[src/rtl/fifo_pkg.sv]
// Shared constants and helpers for the single-clock FIFO family.
package fifo_pkg;

   // Read-mode selectors for the FWFT parameter
   localparam int FIFO_STD  = 0;
   localparam int FIFO_FWFT = 1;

   // Address width needed to index a RAM of the given depth (at least one bit)
   function automatic int fifo_addr_w(input int depth);
      if (depth > 1) begin
         return $clog2(depth);
      end else begin
         return 1;
      end
   endfunction

endpackage

[src/rtl/sync_dualport_ram.sv]
// Simple dual-port RAM, one write and one read port on the same clock.
// RD_REG=1 gives a registered read that clears on rst/clr; RD_REG=0 reads combinationally.
module sync_dualport_ram #(
   parameter int DATA_WIDTH = 8,
   parameter int ADDR_WIDTH = 4,
   parameter int RD_REG     = 1
) (
   input  logic                  clk,
   input  logic                  rst,
   input  logic                  clr,
   input  logic                  we,
   input  logic [ADDR_WIDTH-1:0] waddr,
   input  logic [DATA_WIDTH-1:0] wdata,
   input  logic                  re,
   input  logic [ADDR_WIDTH-1:0] raddr,
   output logic [DATA_WIDTH-1:0] rdata
);

   localparam int RAM_DEPTH = 1 << ADDR_WIDTH;

   logic [DATA_WIDTH-1:0] mem_q [0:RAM_DEPTH-1];

   // Storage array: written on qualified write strobe, never reset
   always_ff @(posedge clk) begin
      if (we) begin
         mem_q[waddr] <= wdata;
      end
   end

   generate
      if (RD_REG != 0) begin : g_reg_rd
         logic [DATA_WIDTH-1:0] rdata_q;

         // Registered read port: loads on re, holds otherwise, cleared by rst/clr
         always_ff @(posedge clk or posedge rst) begin
            if (rst) begin
               rdata_q <= '0;
            end else if (clr) begin
               rdata_q <= '0;
            end else if (re) begin
               rdata_q <= mem_q[raddr];
            end
         end

         assign rdata = rdata_q;
      end else begin : g_comb_rd
         logic unused_ctrl_s;

         assign unused_ctrl_s = ^{rst, clr, re};
         assign rdata         = mem_q[raddr];
      end
   endgenerate

endmodule

[src/rtl/sync_fifo_flex.sv]
// Single-clock parametrised FIFO with occupancy count, programmable almost
// thresholds, sticky overflow/underflow flags, synchronous flush and a
// selectable standard or first-word-fall-through read mode.
module sync_fifo_flex
   import fifo_pkg::*;
#(
   parameter int DATA_WIDTH  = 8,
   parameter int FIFO_DEPTH  = 16,
   parameter int FIFO_AFULL  = FIFO_DEPTH - 1,
   parameter int FIFO_AEMPTY = 1,
   parameter int FWFT        = 0
) (
   input  logic                              clk,
   input  logic                              rst,
   input  logic                              clr,
   input  logic                              wr_en,
   input  logic [DATA_WIDTH-1:0]             wr_data,
   input  logic                              rd_en,
   output logic [DATA_WIDTH-1:0]             rd_data,
   output logic                              rd_valid,
   output logic [fifo_addr_w(FIFO_DEPTH):0]  count,
   output logic                              full,
   output logic                              empty,
   output logic                              afull,
   output logic                              aempty,
   output logic                              overflow,
   output logic                              underflow
);

   localparam int AW = fifo_addr_w(FIFO_DEPTH);
   localparam int CW = AW + 1;

   localparam logic [CW-1:0] DEPTH_C  = CW'(FIFO_DEPTH);
   localparam logic [CW-1:0] AFULL_C  = CW'(FIFO_AFULL);
   localparam logic [CW-1:0] AEMPTY_C = CW'(FIFO_AEMPTY);
   // With count at zero, afull only holds if its threshold is zero
   localparam logic          AFULL_RST_C = (FIFO_AFULL == 0) ? 1'b1 : 1'b0;

   logic [CW-1:0]         wr_ptr_q, wr_ptr_d;
   logic [CW-1:0]         rd_ptr_q, rd_ptr_d;
   logic [CW-1:0]         count_q, count_d;
   logic                  full_q, full_d;
   logic                  empty_q, empty_d;
   logic                  afull_q, afull_d;
   logic                  aempty_q, aempty_d;
   logic                  overflow_q, overflow_d;
   logic                  underflow_q, underflow_d;
   logic                  rd_valid_q, rd_valid_d;
   logic                  wr_vld_s, rd_vld_s;
   logic                  ram_we_s, ram_re_s;
   logic [DATA_WIDTH-1:0] ram_rdata_s;
   logic [DATA_WIDTH-1:0] rd_data_s;

   // Qualified strobes and next-state for pointers, count, flags and stickies
   always_comb begin
      wr_vld_s    = wr_en & ~full_q;
      rd_vld_s    = rd_en & ~empty_q;
      wr_ptr_d    = wr_ptr_q + CW'(wr_vld_s);
      rd_ptr_d    = rd_ptr_q + CW'(rd_vld_s);
      count_d     = count_q + CW'(wr_vld_s) - CW'(rd_vld_s);
      full_d      = (count_d == DEPTH_C);
      empty_d     = (count_d == {CW{1'b0}});
      afull_d     = (count_d >= AFULL_C);
      aempty_d    = (count_d <= AEMPTY_C);
      overflow_d  = overflow_q | (wr_en & full_q);
      underflow_d = underflow_q | (rd_en & empty_q);
      rd_valid_d  = rd_vld_s;
      // A flush wins over both strobes, so neither touches the RAM that cycle
      ram_we_s    = wr_vld_s & ~clr;
      ram_re_s    = rd_vld_s & ~clr;
   end

   // Pointer, count and flag registers with async reset and synchronous flush
   always_ff @(posedge clk or posedge rst) begin
      if (rst) begin
         wr_ptr_q    <= '0;
         rd_ptr_q    <= '0;
         count_q     <= '0;
         full_q      <= 1'b0;
         empty_q     <= 1'b1;
         afull_q     <= AFULL_RST_C;
         aempty_q    <= 1'b1;
         overflow_q  <= 1'b0;
         underflow_q <= 1'b0;
         rd_valid_q  <= 1'b0;
      end else if (clr) begin
         wr_ptr_q    <= '0;
         rd_ptr_q    <= '0;
         count_q     <= '0;
         full_q      <= 1'b0;
         empty_q     <= 1'b1;
         afull_q     <= AFULL_RST_C;
         aempty_q    <= 1'b1;
         overflow_q  <= 1'b0;
         underflow_q <= 1'b0;
         rd_valid_q  <= 1'b0;
      end else begin
         wr_ptr_q    <= wr_ptr_d;
         rd_ptr_q    <= rd_ptr_d;
         count_q     <= count_d;
         full_q      <= full_d;
         empty_q     <= empty_d;
         afull_q     <= afull_d;
         aempty_q    <= aempty_d;
         overflow_q  <= overflow_d;
         underflow_q <= underflow_d;
         rd_valid_q  <= rd_valid_d;
      end
   end

   sync_dualport_ram #(
      .DATA_WIDTH (DATA_WIDTH),
      .ADDR_WIDTH (AW),
      .RD_REG     ((FWFT == FIFO_FWFT) ? 0 : 1)
   ) u_ram (
      .clk   (clk),
      .rst   (rst),
      .clr   (clr),
      .we    (ram_we_s),
      .waddr (wr_ptr_q[AW-1:0]),
      .wdata (wr_data),
      .re    (ram_re_s),
      .raddr (rd_ptr_q[AW-1:0]),
      .rdata (ram_rdata_s)
   );

   // Read data: FWFT shows the head word only while non-empty, so reset/flush read as zero
   always_comb begin
      rd_data_s = ram_rdata_s;
      if (FWFT == FIFO_FWFT) begin
         if (empty_q) begin
            rd_data_s = '0;
         end else begin
            rd_data_s = ram_rdata_s;
         end
      end else begin
         rd_data_s = ram_rdata_s;
      end
   end

   assign rd_data   = rd_data_s;
   assign rd_valid  = (FWFT == FIFO_FWFT) ? ~empty_q : rd_valid_q;
   assign count     = count_q;
   assign full      = full_q;
   assign empty     = empty_q;
   assign afull     = afull_q;
   assign aempty    = aempty_q;
   assign overflow  = overflow_q;
   assign underflow = underflow_q;

endmodule

[config.mk]
export PLATFORM = sky130hd
export DESIGN_NAME = sync_fifo_flex
export DESIGN_NICKNAME = d
export VERILOG_FILES = /design/src/rtl/fifo_pkg.sv /design/src/rtl/sync_dualport_ram.sv /design/src/rtl/sync_fifo_flex.sv
export SDC_FILE = /design/constraint.sdc
export NUM_CORES = 1
export LEC_CHECK = 0
export BUFFER_PORTS_ARGS = -buffer_cell sky130_fd_sc_hd__clkbuf_2
export CORE_UTILIZATION = 41
export DETAILED_ROUTE_END_ITERATION = 16
export PLACE_DENSITY = 0.66
export SLEW_MARGIN = 15
export SYNTH_ARGS = -nofsm -noshare
export SYNTH_HDL_FRONTEND = slang
export SYNTH_SLANG_ARGS = --single-unit
[constraint.sdc]
create_clock -name clk -period 2 [get_ports clk]
set_clock_uncertainty 0.05 [all_clocks]
set_input_delay 0.2 -clock clk [delete_from_list [all_inputs] [get_ports clk]]
set_output_delay 0.2 -clock clk [all_outputs]
set_load 0.02 [all_outputs]
-- Yosys cells after proc, flatten, opt, wreduce, memory -nomap -nowiden
Memories as Yosys holds them, arrays and structs flattened.
Index checks and enable logic that the tools add are counted.
- flip-flop bits (word level): 30
- bits in latches: 0
- RAM bits: 128
- bits in read-only memories: 0
- output and inout bits: 20
- word-level logic and storage cells: 46
- memories: 1
- add/sub/neg operators: 4
- $mul: 0
- divide/modulo/power cells: 0
- $lt $le $gt $ge: 2
- eq/ne operators: 1
- shift operators: 0
- muxes and demuxes: 14
- bitwise operators: 11
- reduce and logical (&&, ||, !) cells: 2
- memory list (name ; depth ; width ; rd ports ; clocked after memory_dff ; write ports ; RTL line ; source):
    u_ram.mem_q ; 16 ; 8 ; 1 ; 0 ; 1 ; sync_dualport_ram.sv:21 ; logic [DATA_WIDTH-1:0] mem_q [0:RAM_DEPTH-1];
- operators by type and width (operator ; number):
    $mux W8 ; 2
    $add A5 B1 Y5 ; 3
    $mux W5 ; 3
    $mux W1 ; 9
    $and A1 B1 Y1 ; 6
    $eq A5 B5 Y1 const B ; 1
    $ge A5 B4 Y1 const B ; 1
    $le A5 B1 Y1 const B ; 1
    $logic_not A5 Y1 ; 1
    $sub A5 B1 Y5 ; 1
    $not A1 Y1 ; 3
    $or A1 B1 Y1 ; 2
    $reduce_bool A2 Y1 ; 1

-- Longest topological paths before layout
Gate-level depths: netlist of the first run.
- word-level depth: 6
- gate-level depth with buffers: 12
- gate-level depth less buffers: 12

-- Cells and area by module
From an unflattened synthesis of the first run, not the netlist that was laid out.
- cell total of the unflattened synthesis: 408
- area, all modules: 6351.1 µm²
- by module, submodules not included (module ; times used ; cells each ; area an instance (µm²)):
    sync_dualport_ram ; 1 ; 323 ; 5377.7
    sync_fifo_flex ; 1 ; 85 ; 973.4

-- Worst setup path before layout of the first run
OpenSTA, ideal clock, no wires.
- kind: flip-flop to flip-flop
- start: register empty_q (netlist: empty)
- end: register afull_q (netlist: afull)
- library setup time: 83 ps
- data arrival time: 2217 ps
- data required time: 1867 ps
- slack: -350 ps
- stages on the path, launching flop included: 10
- buffers on the path: 0
- period minus slack after synthesis: 2350 ps
- path through: dfstp_2 nand2b_1 inv_1 nand2_1 nand2_1 ha_1 inv_1 fa_1 or3b_2 o22ai_1
- longest elaborated chain between the ends: 5
- ends and longest elaborated chain (element ; RTL line ; source):
    from (decl) ; sync_fifo_flex.sv:43 ; logic empty_q, empty_d;
    from (signal assigned) ; sync_fifo_flex.sv:102 ; empty_q <= empty_d;
    $not A1 Y1 ; - ;
    $and A1 B1 Y1 ; sync_fifo_flex.sv:57 ; rd_vld_s = rd_en & ~empty_q;
    $sub A5 B1 Y5 ; sync_fifo_flex.sv:60 ; count_d = count_q + CW'(wr_vld_s) - CW'(rd_vld_s);
    $ge A5 B4 Y1 ; sync_fifo_flex.sv:63 ; afull_d = (count_d >= AFULL_C);
    $mux W1 ; sync_fifo_flex.sv:86 ; end else if (clr) begin
    to (signal assigned) ; sync_fifo_flex.sv:103 ; afull_q <= afull_d;
    to (decl) ; sync_fifo_flex.sv:44 ; logic afull_q, afull_d;
Every way passes these cells.
A chain may end at the register's enable or synchronous reset.

-- Worst setup path after layout of the first run
- start: register empty_q (netlist: empty)
- end: register aempty_q (netlist: aempty)
- longest elaborated chain between the ends: 5
- ends and longest elaborated chain (element ; RTL line ; source):
    $not A1 Y1 ; - ;
    $and A1 B1 Y1 ; sync_fifo_flex.sv:57 ;
    $sub A5 B1 Y5 ; sync_fifo_flex.sv:60 ;
    $le A5 B1 Y1 ; sync_fifo_flex.sv:64 ; aempty_d = (count_d <= AEMPTY_C);
    $mux W1 ; sync_fifo_flex.sv:86 ;
    to (signal assigned) ; sync_fifo_flex.sv:104 ; aempty_q <= aempty_d;
    to (decl) ; sync_fifo_flex.sv:45 ; logic aempty_q, aempty_d;
Every way passes these cells.

==> results of run 1 <==
==> sequential cells by signal (all words and copies together), names as in the netlist <==
| signal | count |
|---|---|
| u_ram.mem_q | 128 |
| u_ram.rdata | 8 |
| count | 5 |
| rd_ptr_q | 4 |
| wr_ptr_q | 4 |
| aempty | 1 |
| afull | 1 |
| empty | 1 |
| full | 1 |
| overflow | 1 |
| rd_valid | 1 |
| underflow | 1 |
==> cell usage in the layout, fill, tap and decap left out, types with 5 or more instances in the layout <==
master	instances
dfrtp_1	24
mux4_2	24
mux2i_1	8
nand2b_1	5
mux2_2	16
nor3_1	10
ha_1	6
inv_1	6
clkbuf_16	17
nor2b_1	6
nand2_1	6
o22ai_1	9
a21oi_1	10
edfxtp_1	128
nor2_1	31
clkbuf_2	32
inv_6	6
buf_4	32
o21ai_1	7
==> worst reg2reg max path, cell delays in order (launching register included) <==
cell	delay (ns)
dfstp_2	0.53
nand2b_4	0.14
nand2_2	0.04
nand2_1	0.06
ha_2	0.19
inv_2	0.04
fa_2	0.37
inv_2	0.06
a21o_1	0.13
a21oi_2	0.07
xnor2_2	0.28
a41o_1	0.25
==> stage by stage <==
step                TNS [ns]  hold slack [ns]
CTS                   -0.872          0.00900
floorplan             -0.682            0.214
finish                -0.937           0.0277
global route           -1.38           0.0310
global placement      -0.581            0.216
detailed placement    -0.970            0.230
==> area by class of cell <==
type | instances | share of cell area (%)
inverters | 9 | 0.450
well taps | 184 | 3.07
repair buffers | 68 | 6.16
clock inverters | 15 | 2.44
clock buffers | 17 | 5.67
flip-flops and latches | 156 | 60.7
multi-input cells | 171 | 21.6
==> report_power, final <==
part | internal (W) | switching (W) | leakage (nW)
logic | 0.000806 | 0.00105 | 0.876
clock network | 0.00199 | 0.00130 | 0.296
registers | 0.00372 | 0.000110 | 1.52
==> cells by family after synthesis <==
family / after synthesis / synth area share, %
flops: 156 / 73.3
simple gates: 73 / 5.49
mux: 48 / 12.9
compound gates: 33 / 3.09
buf+inv: 25 / 2.10
fa+ha+maj: 9 / 1.94
xor+xnor: 8 / 1.13
==> final timing paths <==
check	startpoint	to	slack, ns	cells after the start
max	empty	aempty	-0.26	11
min	wr_en	overflow	0.03	3
max reg2reg	empty	aempty	-0.26	11
min reg2reg	overflow	overflow	0.44	2
max in group asynchronous	rst	empty	1.24	4
min in group asynchronous	rst	wr_ptr_q[0]	0.34	4
==> metal layers <==
| layer | routed length, um | vias to the layer above | share of wire, % |
|---|---|---|---|
| met5 | 0 | - | 0 |
| met4 | 187 | 0 | 1.5 |
| met3 | 344 | 12 | 2.8 |
| met2 | 6190 | 50 | 50 |
| met1 | 5540 | 1702 | 45 |
| li1 | - | 1495 | - |
==> repair_timing <==
| item | in CTS | in global routing |
|---|---|---|
| hold buffers | 1 | 0 |
| setup endpoints to repair | 6 | 7 |
| hold endpoints to repair | 26 | 0 |
| gates resized for setup | 4 | 5 |
| pin swaps | 5 | 4 |
==> results.yml, run 1 <==
layout:
  finalNonFillerCells: 620
  drive_above_1_share_pct: 37.2
  antenna_cells: 0
  stdcell_area_um2: 7500
  utilization_pct: 51.2
  synthToLayoutAreaGrowth_pct: 21.0
  seq_area_um2: 4550
  design.final.nets: 445
  n_fill_cell: 1185
  multi_input_area_um2: 1620
synthesis:
  synthesis.nets: 374
  synth_top_cell_by_area: "edfxtp_1"
  syn_area_um2: 6200
  synth_area_leaders: "edfxtp_1 (62%), dfrtp_1 (10%), mux4_2 (8.7%), mux2_2 (2.9%), nor2_1 (1.9%)"
  ys_types: 33
  synthFlopType: "edfxtp_1"
  synthArstFlopShare_pct: 17.9
  seq_area_frac_synth_pct: 73.3
  netlist_instances: 352
  synth-seq-cells: 156
  synth_top_area_share_pct: 62.0
  synth_area_per_cell_um2: 17.6
  yosysWarnings: 0
  synth_edf_count: 128
  yosys.cell_count.top_type: "edfxtp_1"
  synth_common_cells: "edfxtp_1 (128), nor2_1 (32), dfrtp_1 (26)"
placed_design:
  hpwl_mm: 7.85
  post-place-ws_ns: -0.222
  routabilityCongestion: 0.767
  port_buffers: 32
  post_dp_cell_area_um2: 6840
  place_inst: 587
critical_path:
  path_cells: "nand2b_4, nand2_2, nand2_1, ha_2, inv_2, fa_2, inv_2, a21o_1, a21oi_2, xnor2_2, a41o_1"
  timing.critical_path.mode_cell: "inv_2"
  crit_required_ns: 2.30
  startpoint_type: "flip-flop"
  crit_type: "flip-flop to flip-flop"
  critPathMaxFanout: 5
  crit_slowest_cell: "dfstp_2"
  worst-endpoint-arrival_ns: 2.56
  end_kind: "flip-flop"
  path_buf_inv: 2
  slowest_delay_ns: 0.53
  path_delay_family: "adder cells"
clocking:
  htree_levels: 4
  clock_sinks: 156
  cts_inserted_buffers: 17
  cts_tree: "done"
  clk_pin_slew_worst_paths_ns: 0.06
  clock_path_buffers: 2
  post_cts_buffers: 0
  clock_latency_ns: 0.42
  root_buffer: "clkbuf_16"
die:
  dieArea_um2: 15600
  num_rows: 44
  start_util_pct: 42.3
  dieWidth_um: 125
  design.core.area_um2: 14600
  io_pins: 33
  die_h_um: 125
global_route:
  grt_use_met1_pct: 22.5
  top_usage_layer: "met2"
  grt.met2_usage_pct: 28.0
  track_usage_pct: 17.2
  grt_pass1_wl_mm: 19.5
  grt_overflow: 0
  grt_max_degree: 29
  antenna_found_initial: 0
  grtUsageMet3_pct: 3.77
  grt_pass1_vias: 3435
timing:
  fmax_mhz: 443
  tightest_slew_ns: 0.398
  hold_viol_final: 0
  timing.slew.headroom_pct: 73.5
  rsz0062_at_grt: "yes"
  post-route-min-period_ns: 2.26
  setup_viol: 5
  maxSlewViolCount: 0
  postLayoutSetupSlackWorst_ns: -0.257
  period_share_pct: 113
status:
  violations: "setup timing"
  status: "finished, violations left"
run:
  maxCapViolCount: 0
power:
  power.density_nw_per_um2: 1200
  p_leak_nw: 2.69
  finalPower_w: 0.00896
  irDropWorstVdd_uv: 684
detailed_routing:
  vias: 3259
  vias_per_cell: 5.26
  drc: 0
  wirelength_mm: 12.3
  first_iter_violations: 242
  avgRoutedWirePerCell_um: 19.8
  drtPass1Iterations: 4
  ant_nets: 0
hold_path:
  worstHoldPathType: "primary input to flip-flop"
Note: power is estimated with default switching activity, not from simulation.
==> run 2: changes to the inputs <==
Settings changed: CORE_UTILIZATION 41 to 60, PLACE_DENSITY 0.66 to 0.85.
Clock period 2 ns to 2.3 ns, I/O delays scaled along.
==> run 2 against run 1 <==
The flow still finishes with violations (setup timing). Sequential power decreased by 13%. Routed wire length up 7.4%. Core utilization increased by 23 points. Register-to-register slack gained 0.23 ns. Clock power fell by 17%. Clock-buffer cell count unchanged. Cell count decreased by 8.5%. Largest cell class unchanged. Largest power group unchanged. Highest routed layer unchanged.
==> results.yml, run 2 (synthesis gave the netlist of run 1 again) <==
critical_path:
  rr_endpoint: "afull"
  path_cells: "nand2b_4, nand2_1, nand2_1, ha_2, inv_2, fa_2, buf_4, xor2_4, or3b_4, o22ai_2"
  startpoint_type: "flip-flop"
  r2r_start: "empty"
  slowest_delay_ns: 0.54
  reg2reg_depth: 10
  end_kind: "flip-flop"
  crit_slowest_cell: "dfstp_2"
  r2r_slack_ns: -0.02
  timing.critical_path.mode_cell: "nand2_1"
  crit_type: "flip-flop to flip-flop"
  crit_required_ns: 2.68
  worst-endpoint-arrival_ns: 2.71
  critPathMaxFanout: 4
  crit_start: "empty"
clocking:
  clock_sinks: 156
  clock_path_buffers: 2
  clk_pin_slew_worst_paths_ns: 0.07
  cts_tree: "done"
  htree_levels: 4
  cts_inserted_buffers: 17
  root_buffer: "clkbuf_8"
  clock_latency_ns: 0.52
power:
  clockPowerShare_pct: 35.3
  comb_power_share_pct: 21.4
  p_sw_share_pct: 28.7
  p_sw_w: 0.00221
  power.density_nw_per_um2: 1050
  p_int_w: 0.00550
  finalPower_w: 0.00771
  sequentialPowerShare_pct: 43.3
  irDropWorstVdd_uv: 601
  p_leak_nw: 2.65
timing:
  postLayoutSetupSlackWorst_ns: -0.0233
  timing.slew.headroom_pct: 51.0
  setup_viol: 1
  maxSlewViolCount: 0
  tightest_slew_ns: 0.734
  post-route-min-period_ns: 2.32
  rsz0062_at_grt: "yes"
  fmax_mhz: 430
  whs_ns: 0.121
  hold_viol_final: 0
  period_share_pct: 101
layout:
  synthToLayoutAreaGrowth_pct: 18.7
  final_common_cell: "edfxtp_1"
  most-common-layout-cells: "edfxtp_1 (128), nor2_1 (32), clkbuf_2 (32)"
  antenna_cells: 0
  design.final.nets: 443
  utilization_pct: 74.3
  largest_reg_flops: 128
  regMostFlops: "u_ram.mem_q"
  drive_above_1_share_pct: 35.3
die:
  io_pins: 33
  start_util_pct: 62.6
  dieArea_um2: 10700
  dieWidth_um: 104
  design.core.area_um2: 9910
  num_rows: 36
  die_h_um: 104
global_route:
  grt_pass1_vias: 3521
  grt_max_degree: 20
  antenna_found_initial: 0
  grt_pass1_wl_mm: 19.9
  grt_overflow: 0
  track_usage_pct: 25.8
detailed_routing:
  first_iter_violations: 359
  drc: 0
  wirelength_mm: 13.2
  vias_per_cell: 6.14
  vias: 3483
  avgRoutedWirePerCell_um: 23.2
  ant_nets: 0
  drtPass1Iterations: 5
placed_design:
  port_buffers: 32
  routabilityCongestion: 0.804
  hpwl_mm: 8.09
  post-place-ws_ns: -0.146
status:
  violations: "setup timing"
  status: "finished, violations left"
hold_path:
  hold_depth: 1
  whs_endpoint: "u_ram.mem_q[9][7]"
  hold_start: "wr_data[7]"
  worstHoldPathType: "primary input to flip-flop"
run:
  maxCapViolCount: 0
[run 2: per-stage QoR]
step	area (um2)	cells	setup TNS, ns
2_1_floorplan	6210	352	0
3_3_place_gp	6660	528	0
3_5_place_dp	6660	528	-0.331
4_1_cts	7290	564	0
5_1_grt	7360	567	-0.327
6_report	7360	567	-0.0233
[run 2: metal layers]
metal,up-vias,track usage [%],wire length (um)
met3,32,5.73,1110
li1,1498,-,-
met1,1743,35.3,5030
met2,210,41.5,6730
met4,0,9.39,301
met5,-,0,0
[run 2: worst max path at each step]
stage | end | slack [ns] | depth (start not counted)
floorplan | afull | 0.03 | 9
global placement | full | 0.0008 | 12
detailed placement | full | -0.15 | 12
CTS | empty | 0.01 | 12
global route | full | -0.11 | 10
finish | afull | -0.02 | 10
[run 2: cell type report]
cell class | instances | area [um2]
clock inverters | 15 | 161
clock buffers | 17 | 414
flip-flops and latches | 156 | 4550
well taps | 133 | 166
inverters | 9 | 33.8
fillers | 554 | 2550
repair buffers | 66 | 438
multi-input cells | 171 | 1600
[run 2: power by group through the flow]
stage               registers [W]  logic [W]  clock network (W)
floorplan                 0.00349   0.000777                  0
CTS                       0.00333    0.00141            0.00275
finish                    0.00334    0.00165            0.00272
global placement          0.00338    0.00126                  0
global route              0.00335    0.00176            0.00285
detailed placement        0.00339    0.00133                  0
[run 2: timing repair]
item | CTS | global route
setup endpoints to repair | 4 | 5
setup buffers | 0 | 3
pin swaps | 4 | 10
hold buffers | 4 | 0
endpoints found under the hold margin | 23 | 0
gates resized for setup | 5 | 11
[run 2: critical path, delay by kind of cell (launching register included)]
kind,cells,cell delay (ns)
xor+xnor,1,0.16
flops,1,0.54
buf+inv,2,0.20
compound gates,1,0.12
fa+ha+maj,2,0.53
simple gates,4,0.64
==> run 3: changes to the inputs <==
Settings changed: MAX_ROUTING_LAYER from default to met4, PLACE_DENSITY 0.85 to default, PLACE_DENSITY_LB_ADDON from default to 0.2.
Clock period 2.3 ns to 2.4 ns, I/O delays scaled along.
==> run 3 against run 2 <==
The run now ends clean. Worst setup slack improved by 0.16 ns. Global-route usage up 0.21 points. Sequential share of layout area is 0.60 points higher.
==> results.yml, run 3 (synthesis gave the netlist of run 1 again) <==
status:
  status: "complete, no violations"
die:
  die_h_um: 104
  start_util_pct: 62.6
  num_rows: 36
  dieWidth_um: 104
  io_pins: 33
  design.core.area_um2: 9910
  dieArea_um2: 10700
global_route:
  grt_max_degree: 27
  grt_overflow: 0
  grt_pass1_vias: 3325
  track_usage_pct: 26.0
  grt_pass1_wl_mm: 19.0
  antenna_found_initial: 0
layout:
  drive_above_1_share_pct: 33.6
  regMostFlops: "u_ram.mem_q"
  n_fill_cell: 604
  most-common-layout-cells: "edfxtp_1 (128), nor2_1 (32), clkbuf_2 (32)"
  design.final.nets: 440
  final_common_cell: "edfxtp_1"
  antenna_cells: 0
  synthToLayoutAreaGrowth_pct: 17.6
  multi_input_area_um2: 1580
  seq_area_um2: 4550
  utilization_pct: 73.6
  largest_reg_flops: 128
detailed_routing:
  vias_per_cell: 5.85
  drtPass1Iterations: 4
  drc: 0
  ant_nets: 0
  first_iter_violations: 226
  wirelength_mm: 12.3
  vias: 3298
  avgRoutedWirePerCell_um: 21.8
clocking:
  htree_levels: 4
  clock_sinks: 156
  cts_tree: "done"
  clk_pin_slew_worst_paths_ns: 0.06
  post_cts_buffers: 0
  clock_latency_ns: 0.53
  root_buffer: "clkbuf_8"
  cts_inserted_buffers: 17
  clock_path_buffers: 2
hold_path:
  whs_endpoint: "u_ram.mem_q[13][6]"
  hold_depth: 1
  worstHoldPathType: "primary input to flip-flop"
  hold_start: "wr_data[6]"
critical_path:
  crit_type: "flip-flop to flip-flop"
  r2r_start: "empty"
  reg2reg_depth: 9
  end_kind: "flip-flop"
  rr_endpoint: "afull"
  crit_slowest_cell: "dfstp_2"
  crit_required_ns: 2.81
  startpoint_type: "flip-flop"
  r2r_slack_ns: 0.13
  path_cells: "nand2b_4, nand2_2, nand2_1, ha_2, inv_2, fa_2, xor2_2, or3b_2, o22ai_2"
  worst-endpoint-arrival_ns: 2.67
  critPathMaxFanout: 4
  slowest_delay_ns: 0.54
timing:
  postLayoutSetupSlackWorst_ns: 0.132
  tightest_slew_ns: 0.686
  whs_ns: 0.108
  hold_viol_final: 0
  maxSlewViolCount: 0
  period_share_pct: 94.5
  setup_viol: 0
  rsz0062_at_grt: "yes"
  post-route-min-period_ns: 2.27
  fmax_mhz: 441
  timing.slew.headroom_pct: 54.2
  tns_ns: 0
run:
  maxCapViolCount: 0
placed_design:
  hpwl_mm: 7.69
  port_buffers: 32
  post-place-ws_ns: -0.0649
  routabilityCongestion: 0.768
power:
  finalPower_w: 0.00708
  irDropWorstVdd_uv: 747
  p_leak_nw: 2.63
  power.density_nw_per_um2: 971
run 3: area by class of cell:
| type | count | area share, % |
|---|---|---|
| clock inverters | 7 | 0.858 |
| repair buffers | 63 | 5.70 |
| clock buffers | 25 | 6.64 |
| inverters | 9 | 0.463 |
| multi-input cells | 171 | 21.7 |
| well taps | 133 | 2.28 |
| flip-flops and latches | 156 | 62.4 |
run 3: repair_timing:
action | CTS | global route
hold buffers | 4 | 0
pin swaps | 1 | 6
resized for setup | 3 | 11
endpoints found under the hold margin | 22 | 0
endpoints found under the setup margin | 4 | 5
run 3: worst max path at each step:
stage | start | to | slack, ns | cells after the start
CTS | empty | afull | 0.02 | 9
finish | empty | afull | 0.13 | 9
global route | empty | empty | -0.02 | 11
global placement | empty | full | 0.04 | 12
detailed placement | empty | full | -0.06 | 12
floorplan | empty | afull | 0.05 | 9
run 3: through the flow:
step | instances | area [um2]
3_5_place_dp | 528 | 6650
3_3_place_gp | 528 | 6650
6_report | 564 | 7290
5_1_grt | 564 | 7290
4_1_cts | 564 | 7250
2_1_floorplan | 352 | 6200
run 3: report_power, final:
part | leakage, nW | internal [W] | total, W | switching [W]
clock network | 0.277 | 0.00148 | 0.00247 | 0.000985
registers | 1.52 | 0.00310 | 0.00321 | 0.000111
logic | 0.828 | 0.000615 | 0.00140 | 0.000789
total | 2.63 | 0.00519 | 0.00708 | 0.00189
run 3: metal layers:
layer	track usage, %	share of wire [%]
met4	11.8	2.7
met2	37.5	47
met3	6.80	6.3
met1	35.3	43
met5	-	0
run 3: critical path, delay by kind of cell (launching register included):
kind                       cells  cell delay [ns]
adders and majority gates      2             0.57
xor gates and xnor gates       1             0.17
DFF                            1             0.54
buffers and inverters          1             0.04
and+or+nand+nor                4             0.70
AOI/OAI and AO/OA              1             0.12
